### src/rtl/scan_seq4_if.sv
// rtl/scan_seq4_if.sv - control and select bundle between a scan controller and scan_seq4
interface scan_seq4_if #(
    parameter int DWELL_W = 8
);
    logic               start;
    logic               stop;
    logic               mode;
    logic [DWELL_W-1:0] dwell;
    logic [15:0]        skip_mask;
    logic [3:0]         sel;
    logic               sel_valid;
    logic               frame_done;
    logic               busy;

    modport master (
        output start, stop, mode, dwell, skip_mask,
        input  sel, sel_valid, frame_done, busy
    );

    modport slave (
        input  start, stop, mode, dwell, skip_mask,
        output sel, sel_valid, frame_done, busy
    );
endinterface

### src/rtl/scan_seq4.sv
// rtl/scan_seq4.sv - 4-bit scan sequencer driving the active-low 4-to-16 decoder address/enable
// Optional inter-index blanking is compiled in with SCAN_SEQ_BLANK_EN.
module scan_seq4 #(
    parameter int DWELL_W   = 8,
    parameter int BLANK_CYC = 2
) (
    input  logic       clk,
    input  logic       rst_n,
    scan_seq4_if.slave bus
);
    typedef enum logic [1:0] {IDLE, DWELL, BLANK} state_t;

`ifdef SCAN_SEQ_BLANK_EN
    localparam bit BLANK_ON = (BLANK_CYC != 0);
`else
    localparam bit BLANK_ON = 1'b0;
`endif

    state_t             state, state_n;
    logic [3:0]         sel_q, sel_n;
    logic               valid_q, valid_n;
    logic               fd_q, fd_n;
    logic               busy_q, busy_n;
    logic               stop_lat, stop_n;
    logic [DWELL_W-1:0] cnt, cnt_n;
    logic [3:0]         bcnt, bcnt_n;

    logic [3:0]         nxt_hi, nxt_lo, nxt;
    logic               found_hi, wrap, all_ones, stop_eff;
    logic [DWELL_W-1:0] dwell_load;

    // Descending scan so the lowest qualifying index is the one left standing.
    always_comb begin
        nxt_hi   = 4'd0;
        nxt_lo   = 4'd0;
        found_hi = 1'b0;
        for (int i = 15; i >= 0; i--) begin
            if (!bus.skip_mask[i]) begin
                nxt_lo = 4'(i);
                if (i > int'(sel_q)) begin
                    nxt_hi   = 4'(i);
                    found_hi = 1'b1;
                end
            end
        end
    end

    assign wrap       = !found_hi;
    assign nxt        = found_hi ? nxt_hi : nxt_lo;
    assign all_ones   = &bus.skip_mask;
    assign stop_eff   = stop_lat | bus.stop;
    assign dwell_load = (bus.dwell == '0) ? DWELL_W'(1) : bus.dwell;

    always_ff @(posedge clk or negedge rst_n) begin
        if (!rst_n) begin
            state    <= IDLE;
            sel_q    <= 4'd0;
            valid_q  <= 1'b0;
            fd_q     <= 1'b0;
            busy_q   <= 1'b0;
            stop_lat <= 1'b0;
            cnt      <= '0;
            bcnt     <= 4'd0;
        end else begin
            state    <= state_n;
            sel_q    <= sel_n;
            valid_q  <= valid_n;
            fd_q     <= fd_n;
            busy_q   <= busy_n;
            stop_lat <= stop_n;
            cnt      <= cnt_n;
            bcnt     <= bcnt_n;
        end
    end

    always_comb begin
        state_n = state;
        sel_n   = sel_q;
        valid_n = valid_q;
        fd_n    = 1'b0;
        stop_n  = stop_lat | (busy_q & bus.stop);
        cnt_n   = cnt;
        bcnt_n  = bcnt;
        case (state)
            IDLE: begin
                valid_n = 1'b0;
                stop_n  = 1'b0;
                if (bus.start && !bus.stop && !all_ones) begin
                    state_n = DWELL;
                    sel_n   = nxt_lo;
                    valid_n = 1'b1;
                    cnt_n   = dwell_load;
                end
            end
            DWELL: begin
                if (cnt > DWELL_W'(1)) begin
                    cnt_n = cnt - DWELL_W'(1);
                end else begin
                    // Leaving the highest unmasked index closes the frame regardless of why we stop.
                    fd_n = wrap;
                    if (stop_eff || (bus.mode && wrap) || all_ones) begin
                        state_n = IDLE;
                        valid_n = 1'b0;
                        stop_n  = 1'b0;
                    end else if (BLANK_ON) begin
                        state_n = BLANK;
                        valid_n = 1'b0;
                        bcnt_n  = 4'(BLANK_CYC);
                    end else begin
                        sel_n = nxt;
                        cnt_n = dwell_load;
                    end
                end
            end
            BLANK: begin
                if (bcnt > 4'd1) begin
                    bcnt_n = bcnt - 4'd1;
                end else if (stop_eff || all_ones) begin
                    state_n = IDLE;
                    stop_n  = 1'b0;
                    fd_n    = !stop_eff;
                end else begin
                    state_n = DWELL;
                    sel_n   = nxt;
                    valid_n = 1'b1;
                    cnt_n   = dwell_load;
                end
            end
            default: state_n = IDLE;
        endcase
        busy_n = (state_n != IDLE);
    end

    assign bus.sel        = sel_q;
    assign bus.sel_valid  = valid_q;
    assign bus.frame_done = fd_q;
    assign bus.busy       = busy_q;
endmodule

### src/flat_wrapper.sv
// flat-port wrapper written by rule: the top's interface ports become plain ports
module scan_seq4_flat 
#(
    parameter int DWELL_W   = 8,
    parameter int BLANK_CYC = 2
)
  (clk, rst_n, bus_start, bus_stop, bus_mode, bus_dwell, bus_skip_mask, bus_sel, bus_sel_valid, bus_frame_done, bus_busy);
  scan_seq4_if #(.DWELL_W(DWELL_W)) bus_i ();
  input  logic clk;
  input  logic rst_n;
  input wire logic [$bits(bus_i.start)-1:0] bus_start;
  input wire logic [$bits(bus_i.stop)-1:0] bus_stop;
  input wire logic [$bits(bus_i.mode)-1:0] bus_mode;
  input wire logic [$bits(bus_i.dwell)-1:0] bus_dwell;
  input wire logic [$bits(bus_i.skip_mask)-1:0] bus_skip_mask;
  output wire logic [$bits(bus_i.sel)-1:0] bus_sel;
  output wire logic [$bits(bus_i.sel_valid)-1:0] bus_sel_valid;
  output wire logic [$bits(bus_i.frame_done)-1:0] bus_frame_done;
  output wire logic [$bits(bus_i.busy)-1:0] bus_busy;
  assign bus_i.start = bus_start;
  assign bus_i.stop = bus_stop;
  assign bus_i.mode = bus_mode;
  assign bus_i.dwell = bus_dwell;
  assign bus_i.skip_mask = bus_skip_mask;
  assign bus_sel = bus_i.sel;
  assign bus_sel_valid = bus_i.sel_valid;
  assign bus_frame_done = bus_i.frame_done;
  assign bus_busy = bus_i.busy;
  scan_seq4 #(.DWELL_W(DWELL_W), .BLANK_CYC(BLANK_CYC)) u_core (.clk(clk), .rst_n(rst_n), .bus(bus_i));
endmodule
### config.mk
export PLATFORM = sky130hd
export DESIGN_NAME = scan_seq4_flat
export DESIGN_NICKNAME = d
export VERILOG_FILES = /design/src/rtl/scan_seq4_if.sv /design/src/rtl/scan_seq4.sv /design/src/flat_wrapper.sv
export SDC_FILE = /design/constraint.sdc
export NUM_CORES = 1
export LEC_CHECK = 0
export CORE_MARGIN = 2
export CORE_UTILIZATION = 50
export CTS_CLUSTER_SIZE = 28
export DETAILED_ROUTE_END_ITERATION = 16
export MAX_ROUTING_LAYER = met4
export PLACE_DENSITY = 0.89
export SLEW_MARGIN = 20
export SYNTH_ARGS = -nofsm -noshare
export SYNTH_HDL_FRONTEND = slang
export SYNTH_SLANG_ARGS = --single-unit
### constraint.sdc
create_clock -name clk -period 3.77 [get_ports clk]
set_input_delay 1.131 -clock clk [delete_from_list [all_inputs] [get_ports clk]]
set_output_delay 1.131 -clock clk [all_outputs]
set_load 0.01 [all_outputs]
Word-level counts from Yosys, hierarchy flattened. Cells that the tools add are included.

Register bits after elaboration: 22. Output and inout bits: 7. Logic and storage cells: 169.

$add $sub $neg: 2. $lt $le $gt $ge: 17. Eq/ne operators: 9. Muxes and demuxes: 111. Bitwise logic cells: 3. Reduce and logical (&&, ||, !) cells: 19.

Operator list (count): 4-bit two-way mux (52); 8-bit two-way mux (6); 1-bit two-way mux (43); 4-bit greater-than comparator, first input constant (8); 8-bit one-hot mux with 3 select lines (1); 3-bit by 4-bit greater-than comparator with 1-bit output, first input constant (4); 16-bit AND reduction (1); 4-bit one-hot mux with 3 select lines (1); 5-bit AND reduction (2); 2-bit by 4-bit greater-than comparator with 1-bit output, first input constant (2); 8-bit by 1-bit greater-than comparator with 1-bit output, second input constant (1); 8-bit zero test (1); 2-bit two-way mux (4); 2-bit != test, second input constant (4); 8-bit by 1-bit subtractor with 8-bit output, second input constant (1); 1-bit one-hot mux with 3 select lines (2); 2-bit one-hot mux with 3 select lines (1); 6-bit AND reduction (1); 1-bit by 4-bit greater-than comparator with 1-bit output, first input constant (1); 4-bit by 1-bit greater-than comparator with 1-bit output, second input constant (1); 1-bit zero test (4); 2-bit by 1-bit != test with 1-bit output, second input constant (2); 4-bit by 1-bit subtractor with 4-bit output, second input constant (1); 1-bit logical AND (3); other kinds (11) (14).

Logic depth before layout (Yosys ltp).
Depth after elaboration: 39. Mapped depth: 11.

Least setup slack after synthesis. Ideal clock, no wire load.

Kind: input port to flip-flop. Start: in bus_skip_mask[2]. End: reg u_core.sel_q[0], in the netlist u_core.bus.sel[0]. Data arrival time: 2.638 ns. Required time: 3.645 ns. Path slack: 1.007 ns. Stages: 7. Buffers on the path: 0. Cells stage by stage: nor2_2 or3_1 a211o_1 o311ai_1 nand2_1 nand2_2 mux2_2.

Longest elaborated chain between the ends: 9. Elaborated cells between the ends (all ways): 28. Those cells by class: 3 x eq/ne; 16 x mux; 9 x reduce/logical.

Ends and longest elaborated chain: start: declaration (line flat_wrapper.sv:15) `input wire logic [$bits(bus_i.skip_mask)-1:0] bus_skip_mask;`; 1-bit two-way mux (line scan_seq4.sv:38) `if (!bus.skip_mask[i]) begin`; 1-bit two-way mux (line scan_seq4.sv:40) `if (i > int'(sel_q)) begin`; 1-bit two-way mux (line scan_seq4.sv:38); 1-bit zero test (line scan_seq4.sv:48) `assign wrap = !found_hi;`; 1-bit logical AND (line scan_seq4.sv:101) `if (stop_eff || (bus.mode && wrap) || all_ones) begin`; 1-bit logical OR (2 in series) (line scan_seq4.sv:101); 2-bit != test (no source line); 6-bit AND reduction (no source line); end signal: assignment (line scan_seq4.sv:66) `sel_q <= sel_n;`; end: declaration (line scan_seq4.sv:20) `logic [3:0] sel_q, sel_n;`.

Several ways; a longest one is shown, not always the timed one. The select of a mux whose other input is x is not followed. A chain may end at the register's enable or synchronous reset.

Worst setup path in the final report.
Start: in bus_skip_mask[11]. End: reg u_core.cnt[2].

Longest elaborated chain between the ends: 27. Elaborated cells between the ends (all ways): 33. Those cells by class: 3 x eq/ne; 21 x mux; 9 x reduce/logical.

Ends and longest elaborated chain: 1-bit two-way mux (line scan_seq4.sv:38); 1-bit two-way mux (line scan_seq4.sv:40); 1-bit two-way mux (line scan_seq4.sv:38); 1-bit two-way mux (line scan_seq4.sv:40); 1-bit two-way mux (line scan_seq4.sv:38); 1-bit two-way mux (line scan_seq4.sv:40); 1-bit two-way mux (line scan_seq4.sv:38); 1-bit two-way mux (line scan_seq4.sv:40); [10 not listed]; 1-bit two-way mux (line scan_seq4.sv:38); 1-bit two-way mux (line scan_seq4.sv:40); 1-bit two-way mux (line scan_seq4.sv:38); 1-bit zero test (line scan_seq4.sv:48); 1-bit logical AND (line scan_seq4.sv:101); 1-bit logical OR (2 in series) (line scan_seq4.sv:101); 3-bit by 2-bit != test with 1-bit output (no source line); 5-bit AND reduction (no source line) (*); end signal: assignment (line scan_seq4.sv:71) `cnt <= cnt_n;`; end: declaration (line scan_seq4.sv:25) `logic [DWELL_W-1:0] cnt, cnt_n;`.

Mark *: on every way between the ends. The rest lies on a longest branch, timed or not.

==> reports/metrics.yaml <==
outcome: "finished clean"
core_area_um2: 3720
synthMuxAreaShare: 0.0222
ys_ff_latch: 22
ios: 36
finClkSkew_ns: 0.00120
final_hold_viol_count: 0
gp_congestion: 0.896
start_kind: "primary input"
worstPathArrival_ns: 3.47
clock_path_buffers: 2
cp-end-kind: "flop"
synth_compound_area_frac: 0.319
root_buffer: "clkbuf_8"
synth_top_family_by_area: "compound AO/OA/AOI/OAI gates"
io_buffers: 35
whs_ns: 0.474
fin_ws_ns: 0.455
synth_adder_area_share: 0.0558
htreeDepth: 1
slew_headroom: 0.351
drcViolationCount: 0
synth_area_per_cell_um2: 8.08
hp-class: "reg -> reg"
die_width_um: 66.8
async_flop_share: 1.00
worst_pin_slew_ns: 0.970
antenna_found_initial: 0
dp_slack_ns: 0.196
grt_pass1_vias: 1835
synth.top_cell.area_share: 0.279
finish.instance_area_um2: 2380
seq_area_frac_synth: 0.279
syn2layout_area_growth_pct: 20.5
synth_nets: 281
antennaDiodeCount: 0
drt_iter0_drc: 269
finalSetupTns_ns: 0
yosys-top-cells-area: "dfrtp_1, a21oi_1, ha_1, nand2_1, o21ai_0"
slew_violations: 0
min_period_ns: 3.31
cts_tree: "yes"
clkLatencyLatePin_ns: 0.26
placed_area_um2: 2320
power_density_nw_per_um2: 587
ys_types: 70
crit_type: "in -> reg"
placed_cells: 318
dp.final_hpwl_um: 3600
synth-xor-area-share: 0.0133
final_nets: 312
required_ns: 3.92
netlist_area_um2: 1970
rsz0062_at_grt: "no"
routed_via_density: 6.14
initial_utilization: 0.531
vdd_ir_drop_max_mv: 0.356
die_area_um2: 4460
p_leak_nw: 0.999
finalSetupViolations: 0
utilization: 0.639
avgRoutedWirePerCell_um: 14.5
synth_simple_gate_area_frac: 0.238
post_cts_buffers: 0
syn_inst: 244
routed_wirelength_um: 4660
yosysMostFrequentCell: "nand2_1"
synthFlopType: "dfrtp_1"
clkSlewWorstSetupHoldPaths_ns: 0.07
cts_made_buffers: 3
ctsHoldBuffers: 0
synth_top_area_cell: "dfrtp_1"
grt_pass1_wl_um: 8140
synth_edf_count: 0
final_cells: 322
die_height_um: 66.8
cts_sinks: 22
cp_max_fo: 14
grt_use_total: 0.236
ant_nets: 0
fin_crit_sh: 0.879
max_freq_mhz: 302
synthTopCellsByCount: "nand2_1, dfrtp_1, a21oi_1"
drive_gt1_frac: 0.0730
drt_pass1_iterations: 4
rows: 22
via_count: 1976
finalPower_mw: 1.39
grt_overflow: 0
ys_warn_count: 0
cts.repair.resized: 0
cap_violations: 0
grt_max_degree: 23
-- layout make-up --
cell class	count	area, um2
clock buffers	4	55.1
fillers	331	1340
inverters	20	75.1
multi-input cells	192	1280
flip-flops and latches	22	551
well taps	48	60.1
repair buffers	36	358
-- cell families (layout without fill, tap and decap cells) --
| logic type | after synthesis | after routing |
|---|---|---|
| and+or+nand+nor | 86 | 86 |
| muxes | 4 | 4 |
| adders and majority gates | 9 | 9 |
| xor gates and xnor gates | 3 | 3 |
| DFF | 22 | 22 |
| buffers and inverters | 30 | 60 |
| AOI/OAI and AO/OA | 90 | 90 |
-- cell usage in the layout (no fill, tap or decap), drive strengths merged, types with 2 or more instances in the layout --
cell type,instances
a21o,4
a221oi,2
xor2,2
o32ai,2
o22ai,3
ha,8
nor2b,2
clkdlybuf4s50,35
o21a,2
inv,20
a21oi,21
a31oi,6
dfrtp,22
a22o,4
o21ai,20
nand4,6
or4,2
nand2,26
o31ai,2
nand3,4
a211oi,4
nand3b,2
mux2,3
a21boi,3
nand2b,3
nor3,10
clkbuf,4
o2bb2ai,2
nor2,17
nor4,6
-- path summary, 6_finish.rpt --
path | from | end | slack (ns) | cells after the start
setup / recovery | bus_skip_mask[11] | u_core.cnt[2] | 0.46 | 8
hold reg to reg | u_core.bcnt[3] | u_core.bcnt[3] | 0.47 | 1
min in group asynchronous | rst_n | u_core.cnt[5] | 1.41 | 1
hold / removal | u_core.bcnt[3] | u_core.bcnt[3] | 0.47 | 1
max in group asynchronous | rst_n | u_core.cnt[7] | 1.78 | 1
setup reg to reg | u_core.bus.sel[1] | u_core.cnt[2] | 1.12 | 7
-- per-layer routing --
layer,global-route usage,wire length [um],up-vias
met5,-,0,-
met4,0.0434,27,0
met3,0.0338,230,2
met2,0.379,2240,56
met1,0.322,2160,948
li1,-,-,970
-- registers in the layout (all words and copies together) (netlist names) --
name                   flops
u_core.stop_lat            1
u_core.bus.sel             4
u_core.bcnt                4
u_core.state               2
u_core.bus.sel_valid       1
u_core.bus.busy            1
u_core.bus.frame_done      1
u_core.cnt                 8
-- power by group --
part | switching (mW) | internal (mW)
sequential | 0.153 | 0.319
clock | 0.0710 | 0.0930
combinational | 0.401 | 0.358
total | 0.625 | 0.770
-- critical path, stage by stage --
cell,delay (ns)
clkdlybuf4s50_1,0.49
nand4_1,0.28
o41ai_1,0.13
a21oi_1,0.25
and3_1,0.25
a21boi_2,0.48
o21ai_0,0.19
a22o_1,0.26
Note: power is estimated with default switching activity, not from simulation.
